## src/rtl/s1s2_pkg.sv

```systemverilog
`default_nettype none
// ------------------------------------------------------------------
// s1s2_pkg : frame geometry and FSM states shared by S1 and S2
// rev 1.0
// ------------------------------------------------------------------
package s1s2_pkg;

  localparam int NWORDS    = 18;
  localparam int WORD_W    = 8;
  localparam int ADDR_W    = 3;
  localparam int FRAME_LEN = ADDR_W + NWORDS;

  typedef enum logic [1:0] {
    READ = 2'd0,
    SEND = 2'd1,
    TAIL = 2'd2,
    DONE = 2'd3
  } state_t;

endpackage
`default_nettype wire

```

## src/rtl/s1_col_buf.sv

```systemverilog
`default_nettype none
// ------------------------------------------------------------------
// s1_col_buf : row-written register file with a single column-bit read
// rev 1.0
// ------------------------------------------------------------------
module s1_col_buf #(
  parameter int NWORDS = s1s2_pkg::NWORDS,
  parameter int WORD_W = s1s2_pkg::WORD_W,
  parameter int ROW_W  = $clog2(NWORDS + 1),
  parameter int COL_W  = $clog2(WORD_W)
) (
  input  logic              clk,
  input  logic              rst,
  input  logic              we,
  input  logic [ROW_W-1:0]  wrow,
  input  logic [WORD_W-1:0] wdata,
  input  logic [ROW_W-1:0]  rrow,
  input  logic [COL_W-1:0]  rcol,
  output logic              rbit
);

  localparam logic [ROW_W-1:0] ROWS = ROW_W'(NWORDS);

  logic [WORD_W-1:0] r_mem [NWORDS];

  always_ff @(posedge clk or negedge rst) begin
    if (!rst) begin
      for (int i = 0; i < NWORDS; i++) r_mem[i] <= '0;
    end else if (we && (wrow < ROWS)) begin
      r_mem[wrow] <= wdata;
    end
  end

  // Rows past the end read as 0 while the address bits are being sent.
  assign rbit = (rrow < ROWS) ? r_mem[rrow][rcol] : 1'b0;

endmodule
`default_nettype wire

```

## src/rtl/s1_tx.sv

```systemverilog
`default_nettype none
// ------------------------------------------------------------------
// s1_tx : snapshots RB1 and sends its bit-transposed columns to S2
// rev 1.0
// ------------------------------------------------------------------
module s1_tx #(
  parameter int NWORDS = s1s2_pkg::NWORDS,
  parameter int WORD_W = s1s2_pkg::WORD_W,
  parameter int ADDR_W = s1s2_pkg::ADDR_W,
  parameter int TAIL   = 2,
  parameter int ROW_W  = $clog2(NWORDS + 1)
) (
  input  logic              clk,
  input  logic              rst,
  output logic              RB1_RW,
  output logic [ROW_W-1:0]  RB1_A,
  output logic [WORD_W-1:0] RB1_D,
  input  logic [WORD_W-1:0] RB1_Q,
  output logic              sen,
  output logic              sd,
  output logic              S1_done
);

  import s1s2_pkg::state_t;
  import s1s2_pkg::READ;
  import s1s2_pkg::SEND;
  import s1s2_pkg::DONE;

  localparam int FRAME_LEN = ADDR_W + NWORDS;
  localparam int BIT_W     = $clog2(FRAME_LEN);
  localparam int TAIL_W    = (TAIL > 1) ? $clog2(TAIL) : 1;

  localparam logic [ROW_W-1:0]  LAST_ROW   = ROW_W'(NWORDS - 1);
  localparam logic [ROW_W-1:0]  READ_LAST  = ROW_W'(NWORDS);
  localparam logic [BIT_W-1:0]  BIT_LAST   = BIT_W'(FRAME_LEN - 1);
  localparam logic [BIT_W-1:0]  ADDR_BITS  = BIT_W'(ADDR_W);
  localparam logic [ADDR_W-1:0] FRAME_LAST = '1;
  localparam logic [TAIL_W-1:0] TAIL_LAST  = TAIL_W'(TAIL - 1);

  state_t              r_state;
  logic [ROW_W-1:0]    r_cnt;
  logic [BIT_W-1:0]    r_bit;
  logic [ADDR_W-1:0]   r_frame;
  logic [TAIL_W-1:0]   r_tail;

  logic                w_we;
  logic [ROW_W-1:0]    w_wrow;
  logic [ROW_W-1:0]    w_rrow;
  logic [ADDR_W-1:0]   w_addr_sh;
  logic                w_col_bit;
  logic                w_bit;

  assign RB1_RW = 1'b1;
  assign RB1_D  = '0;

  // Q lags the address by one edge, so row r_cnt-1 is on RB1_Q now.
  assign w_we   = (r_state == READ) && (r_cnt != '0);
  assign w_wrow = r_cnt - ROW_W'(1);

  // Data bits go out highest row first: row = (FRAME_LEN-1) - bit index.
  assign w_rrow    = ROW_W'(BIT_LAST - r_bit);
  assign w_addr_sh = r_frame << r_bit;
  assign w_bit     = (r_bit < ADDR_BITS) ? w_addr_sh[ADDR_W-1] : w_col_bit;

  s1_col_buf #(
    .NWORDS (NWORDS),
    .WORD_W (WORD_W),
    .ROW_W  (ROW_W),
    .COL_W  (ADDR_W)
  ) u_col_buf (
    .clk   (clk),
    .rst   (rst),
    .we    (w_we),
    .wrow  (w_wrow),
    .wdata (RB1_Q),
    .rrow  (w_rrow),
    .rcol  (r_frame),
    .rbit  (w_col_bit)
  );

  always_ff @(posedge clk or negedge rst) begin
    if (!rst) begin
      r_state <= READ;
      r_cnt   <= '0;
      r_bit   <= '0;
      r_frame <= '0;
      r_tail  <= '0;
      RB1_A   <= '0;
      sen     <= 1'b1;
      sd      <= 1'b0;
      S1_done <= 1'b0;
    end else begin
      case (r_state)
        READ: begin
          if (RB1_A != LAST_ROW) RB1_A <= RB1_A + ROW_W'(1);
          r_cnt <= r_cnt + ROW_W'(1);
          if (r_cnt == READ_LAST) r_state <= SEND;
        end
        SEND: begin
          sen <= 1'b0;
          sd  <= w_bit;
          if (r_bit == BIT_LAST) begin
            r_bit   <= '0;
            r_frame <= r_frame + ADDR_W'(1);
            if (r_frame == FRAME_LAST) r_state <= s1s2_pkg::TAIL;
          end else begin
            r_bit <= r_bit + BIT_W'(1);
          end
        end
        s1s2_pkg::TAIL: begin
          sen <= 1'b0;
          sd  <= 1'b0;
          if (r_tail == TAIL_LAST) r_state <= DONE;
          else                     r_tail  <= r_tail + TAIL_W'(1);
        end
        DONE: begin
          sen     <= 1'b1;
          sd      <= 1'b0;
          S1_done <= 1'b1;
        end
      endcase
    end
  end

endmodule
`default_nettype wire

```

## config.mk

```make
export PLATFORM = sky130hd
export DESIGN_NAME = s1_tx
export DESIGN_NICKNAME = d
export VERILOG_FILES = /design/src/rtl/s1s2_pkg.sv /design/src/rtl/s1_col_buf.sv /design/src/rtl/s1_tx.sv
export SDC_FILE = /design/constraint.sdc
export NUM_CORES = 1
export LEC_CHECK = 0
export ABC_CLOCK_PERIOD_IN_PS = 3800
export BUFFER_PORTS_ARGS = -buffer_cell sky130_fd_sc_hd__buf_2
export CELL_PAD_IN_SITES_DETAIL_PLACEMENT = 1
export CELL_PAD_IN_SITES_GLOBAL_PLACEMENT = 2
export CORE_MARGIN = 2
export CORE_UTILIZATION = 45
export CTS_CLUSTER_DIAMETER = 40
export CTS_CLUSTER_SIZE = 30
export DETAILED_ROUTE_END_ITERATION = 6
export HOLD_SLACK_MARGIN = 0.08
export PLACE_DENSITY = 0.8
export RECOVER_POWER = 100
export REMOVE_ABC_BUFFERS = 1
export SLEW_MARGIN = 30
export SYNTH_ARGS = -nofsm -noshare
export SYNTH_HDL_FRONTEND = slang
export SYNTH_SLANG_ARGS = --single-unit
```

## constraint.sdc

```tcl
create_clock -name clk -period 3.8 [get_ports clk]
set_input_delay 0.57 -clock clk [delete_from_list [all_inputs] [get_ports clk]]
set_output_delay 0.57 -clock clk [all_outputs]
set_load 0.005 [all_outputs]
```

==> results.py <==
metrics = {
    "grt": {
        "overflow": 0,
        "grt_max_degree": 90,
        "grt_pass1_vias": 5568,
        "grt_pass1_wl_um": 32200,
        "track_usage": 0.218,
        "antenna_found_initial": 0,
    },
    "critical_path": {
        "startpoint": "r_cnt[0]",
        "required_ns": 4.11,
        "crit_type": "reg2reg",
        "r2r-start": "r_cnt[0]",
        "worstSetupEndpointType": "flip-flop",
        "crit_end": "u_col_buf.r_mem[5]",
        "crit_arrival_ns": 3.56,
        "r2r_slack_ns": 0.55,
        "crit_path_start_kind": "flip-flop",
        "reg2regPathDepth": 9,
        "timing.rr.end": "u_col_buf.r_mem[5]",
        "crit_fanout": 10,
    },
    "clock_network": {
        "cts_hold_buf": 0,
        "clock_latency_ns": 0.43,
        "cts_tree": "yes",
        "cts_setup_buffers": 0,
        "cts_buffer_depth": 2,
        "cts.sinks": 168,
        "cts_max_level": 4,
        "cts_buffers": 17,
        "clkSlewWorstSetupHoldPaths_ns": 0.07,
        "cts_root_buf": "clkbuf_16",
        "cts_resized": 0,
    },
    "timing": {
        "setup_violations": 0,
        "tns_ns": 0,
        "tightestPinTransition_ns": 2.26,
        "slew_headroom": -0.509,
        "min_period_ns": 3.25,
        "rsz0062_at_grt": "false",
        "fin_crit_sh": 0.854,
        "fin_ws_ns": 0.554,
        "max_freq_mhz": 308,
        "finalClockSkew_ns": 0.0106,
        "final_max_slew_viol_count": 89,
        "finalHoldViolCount": 0,
    },
    "run": {
        "drv_cap": 1,
    },
    "power": {
        "vdd_drop_max_uv": 410,
        "p_per_area_nw_per_um2": 427,
        "finalPower_mw": 3.92,
        "p_leak_nw": 3.82,
    },
    "die": {
        "pin_count": 27,
        "core.rowCount": 49,
        "die_w_um": 140,
        "dieArea_sq_um": 19500,
        "initial_core_util": 0.460,
        "core_area_sq_um": 18000,
        "die_h_um": 140,
    },
    "finish": {
        "area_growth_pct": 10.6,
        "antennaDiodeCount": 0,
        "fin_util": 0.508,
        "drive_above_1_share": 0.384,
        "final_cell_mix": "dfrtp_1 (166), mux2_2 (140), nand2_1 (50), mux4_2 (32), ha_1 (18)",
        "nNetsFinal": 651,
        "final_common_cell": "dfrtp_1",
        "num-fill-cells": 1826,
    },
    "logic_synthesis": {
        "synth_cell_types": 50,
        "synthFlopType": "dfrtp_1",
        "synth_warnings": 0,
        "synth.cell_area_sq_um": 8290,
        "synth_edf_count": 0,
        "ys_ff_latch": 168,
        "async_flop_share": 1.00,
        "syn_area_per_cell_sq_um": 13.6,
        "syn_inst": 609,
        "seq_area_frac_synth": 0.507,
    },
    "drt": {
        "first_iter_violations": 285,
        "wl_um": 20000,
        "drc_errors": 0,
        "avgViaCountPerCell": 5.74,
        "drtPass1Iterations": 4,
        "vias": 4956,
        "wl_per_cell_um": 23.1,
        "ant_nets": 0,
    },
    "placed_design": {
        "place_ws_ns": 0.836,
        "numPortBuffers": 17,
        "hpwlAfterDp_um": 13600,
        "place_congestion": 0.842,
    },
    "hold_path": {
        "hp-class": "reg2reg",
    },
    "status": {
        "violations": "max-capacitance violations, max-slew violations",
        "outcome": "complete, but fails checks",
    },
}
[final cells by class]
class / count / area [sq um] / share of cell area
clock buffer: 19 / 443 / 0.0483
tap: 229 / 287 / 0.0313
clock inverter: 12 / 166 / 0.0182
multi-input combinational: 396 / 3840 / 0.419
timing repair buffer: 25 / 168 / 0.0183
sequential: 168 / 4210 / 0.459
inverter: 15 / 56.3 / 0.00614
[cells by family (layout without fill, tap and decap cells)]
group | count (synthesis) | count (layout) | synth area share
AOI/OAI and AO/OA | 47 | 47 | 0.0391
xor gates and xnor gates | 13 | 13 | 0.0146
adders and majority gates | 18 | 18 | 0.0272
buffers and inverters | 52 | 71 | 0.0308
DFF | 168 | 168 | 0.507
muxes | 195 | 195 | 0.306
other | 2 | 9 | 0.000906
and+or+nand+nor | 114 | 114 | 0.0741
[worst max-delay path, stage by stage, from the launching register on]
cell and delay [ns]:
dfrtp_1 0.55, inv_1 0.15, ha_1 0.34, o31a_1 0.34
a21oi_1 0.12, o21ai_0 0.10, a21oi_1 0.50, and2_0 0.37
nand3_2 0.30, mux2_2 0.37
[sequential cells by signal, summed over array words and instances (netlist names)]
| name | count |
|---|---|
| sen | 1 |
| RB1_A | 5 |
| r_bit | 5 |
| r_frame | 3 |
| sd | 1 |
| r_cnt | 5 |
| r_state | 2 |
| u_col_buf.r_mem | 144 |
| r_tail | 1 |
| S1_done | 1 |
[worst min path at each step]
| stage | startpoint | end | slack, ns | cells after the start |
|---|---|---|---|---|
| 2_1_floorplan | rst | RB1_A[0] | 0.27 | 0 |
| 3_3_place_gp | S1_done | S1_done | 0.45 | 1 |
| 3_5_place_dp | S1_done | S1_done | 0.45 | 1 |
| 4_1_cts | rst | S1_done | 0.24 | 1 |
| 5_1_grt | S1_done | S1_done | 0.48 | 1 |
| 6_report | S1_done | S1_done | 0.47 | 1 |
[power breakdown]
| group | total [mW] | switching (mW) | internal, mW | leakage, nW |
|---|---|---|---|---|
| clock network | 1.81 | 0.746 | 1.06 | 0.285 |
| logic | 0.203 | 0.107 | 0.0956 | 1.58 |
| registers | 1.91 | 0.0409 | 1.87 | 1.96 |
| total | 3.92 | 0.894 | 3.02 | 3.82 |
[cells in the mapped netlist (2+ instances only)]
cell type  number  area share
and2_2          2      0.0018
o21ai_1         2      0.0012
buf_2           6      0.0036
o21ai_0        12      0.0072
nand3_1        15      0.0091
ha_1           18       0.027
clkbuf_1       17      0.0077
o22ai_1         3      0.0023
nor3_1          2      0.0012
and2_1          2      0.0015
mux2_2        142        0.19
or2_2           2      0.0015
nand2b_1        6      0.0045
xor2_1          3      0.0032
mux2i_1        16       0.019
o31a_1          2      0.0021
o31ai_1         3      0.0027
a221oi_1        6      0.0063
nor3b_1         2      0.0018
nor2_1          8      0.0036
xnor2_1         9      0.0095
nand4_1         8      0.0060
nand3_2         2      0.0024
nand2_2         6      0.0045
conb_1          2     0.00091
nor2_4          8       0.011
inv_1          15      0.0068
dfrtp_1       167        0.50
a2111oi_0       2      0.0021
nand2_1        46       0.021
a21oi_1         8      0.0048
mux2_1          5      0.0068
mux4_2         32       0.087
buf_4          14       0.013
[routing by layer]
layer  wire length (um)  part of all wire  global-route usage  up-vias
met2              10100              0.51               0.371       75
met5                  0                 0                   0        -
li1                   -                 -                   -     2221
met3                886             0.044              0.0451       22
met1               8630              0.43               0.285     2638
met4                303             0.015              0.0568        0
[stage by stage]
stage / std cells / area, sq um / hold slack [ns]
2_1_floorplan: 579 / 8120 / 0.274
5_1_grt: 864 / 9160 / 0.478
4_1_cts: 864 / 9190 / 0.241
3_3_place_gp: 833 / 8580 / 0.447
6_report: 864 / 9160 / 0.467
3_5_place_dp: 833 / 8580 / 0.450
Power figures use the tool's default switching activity.
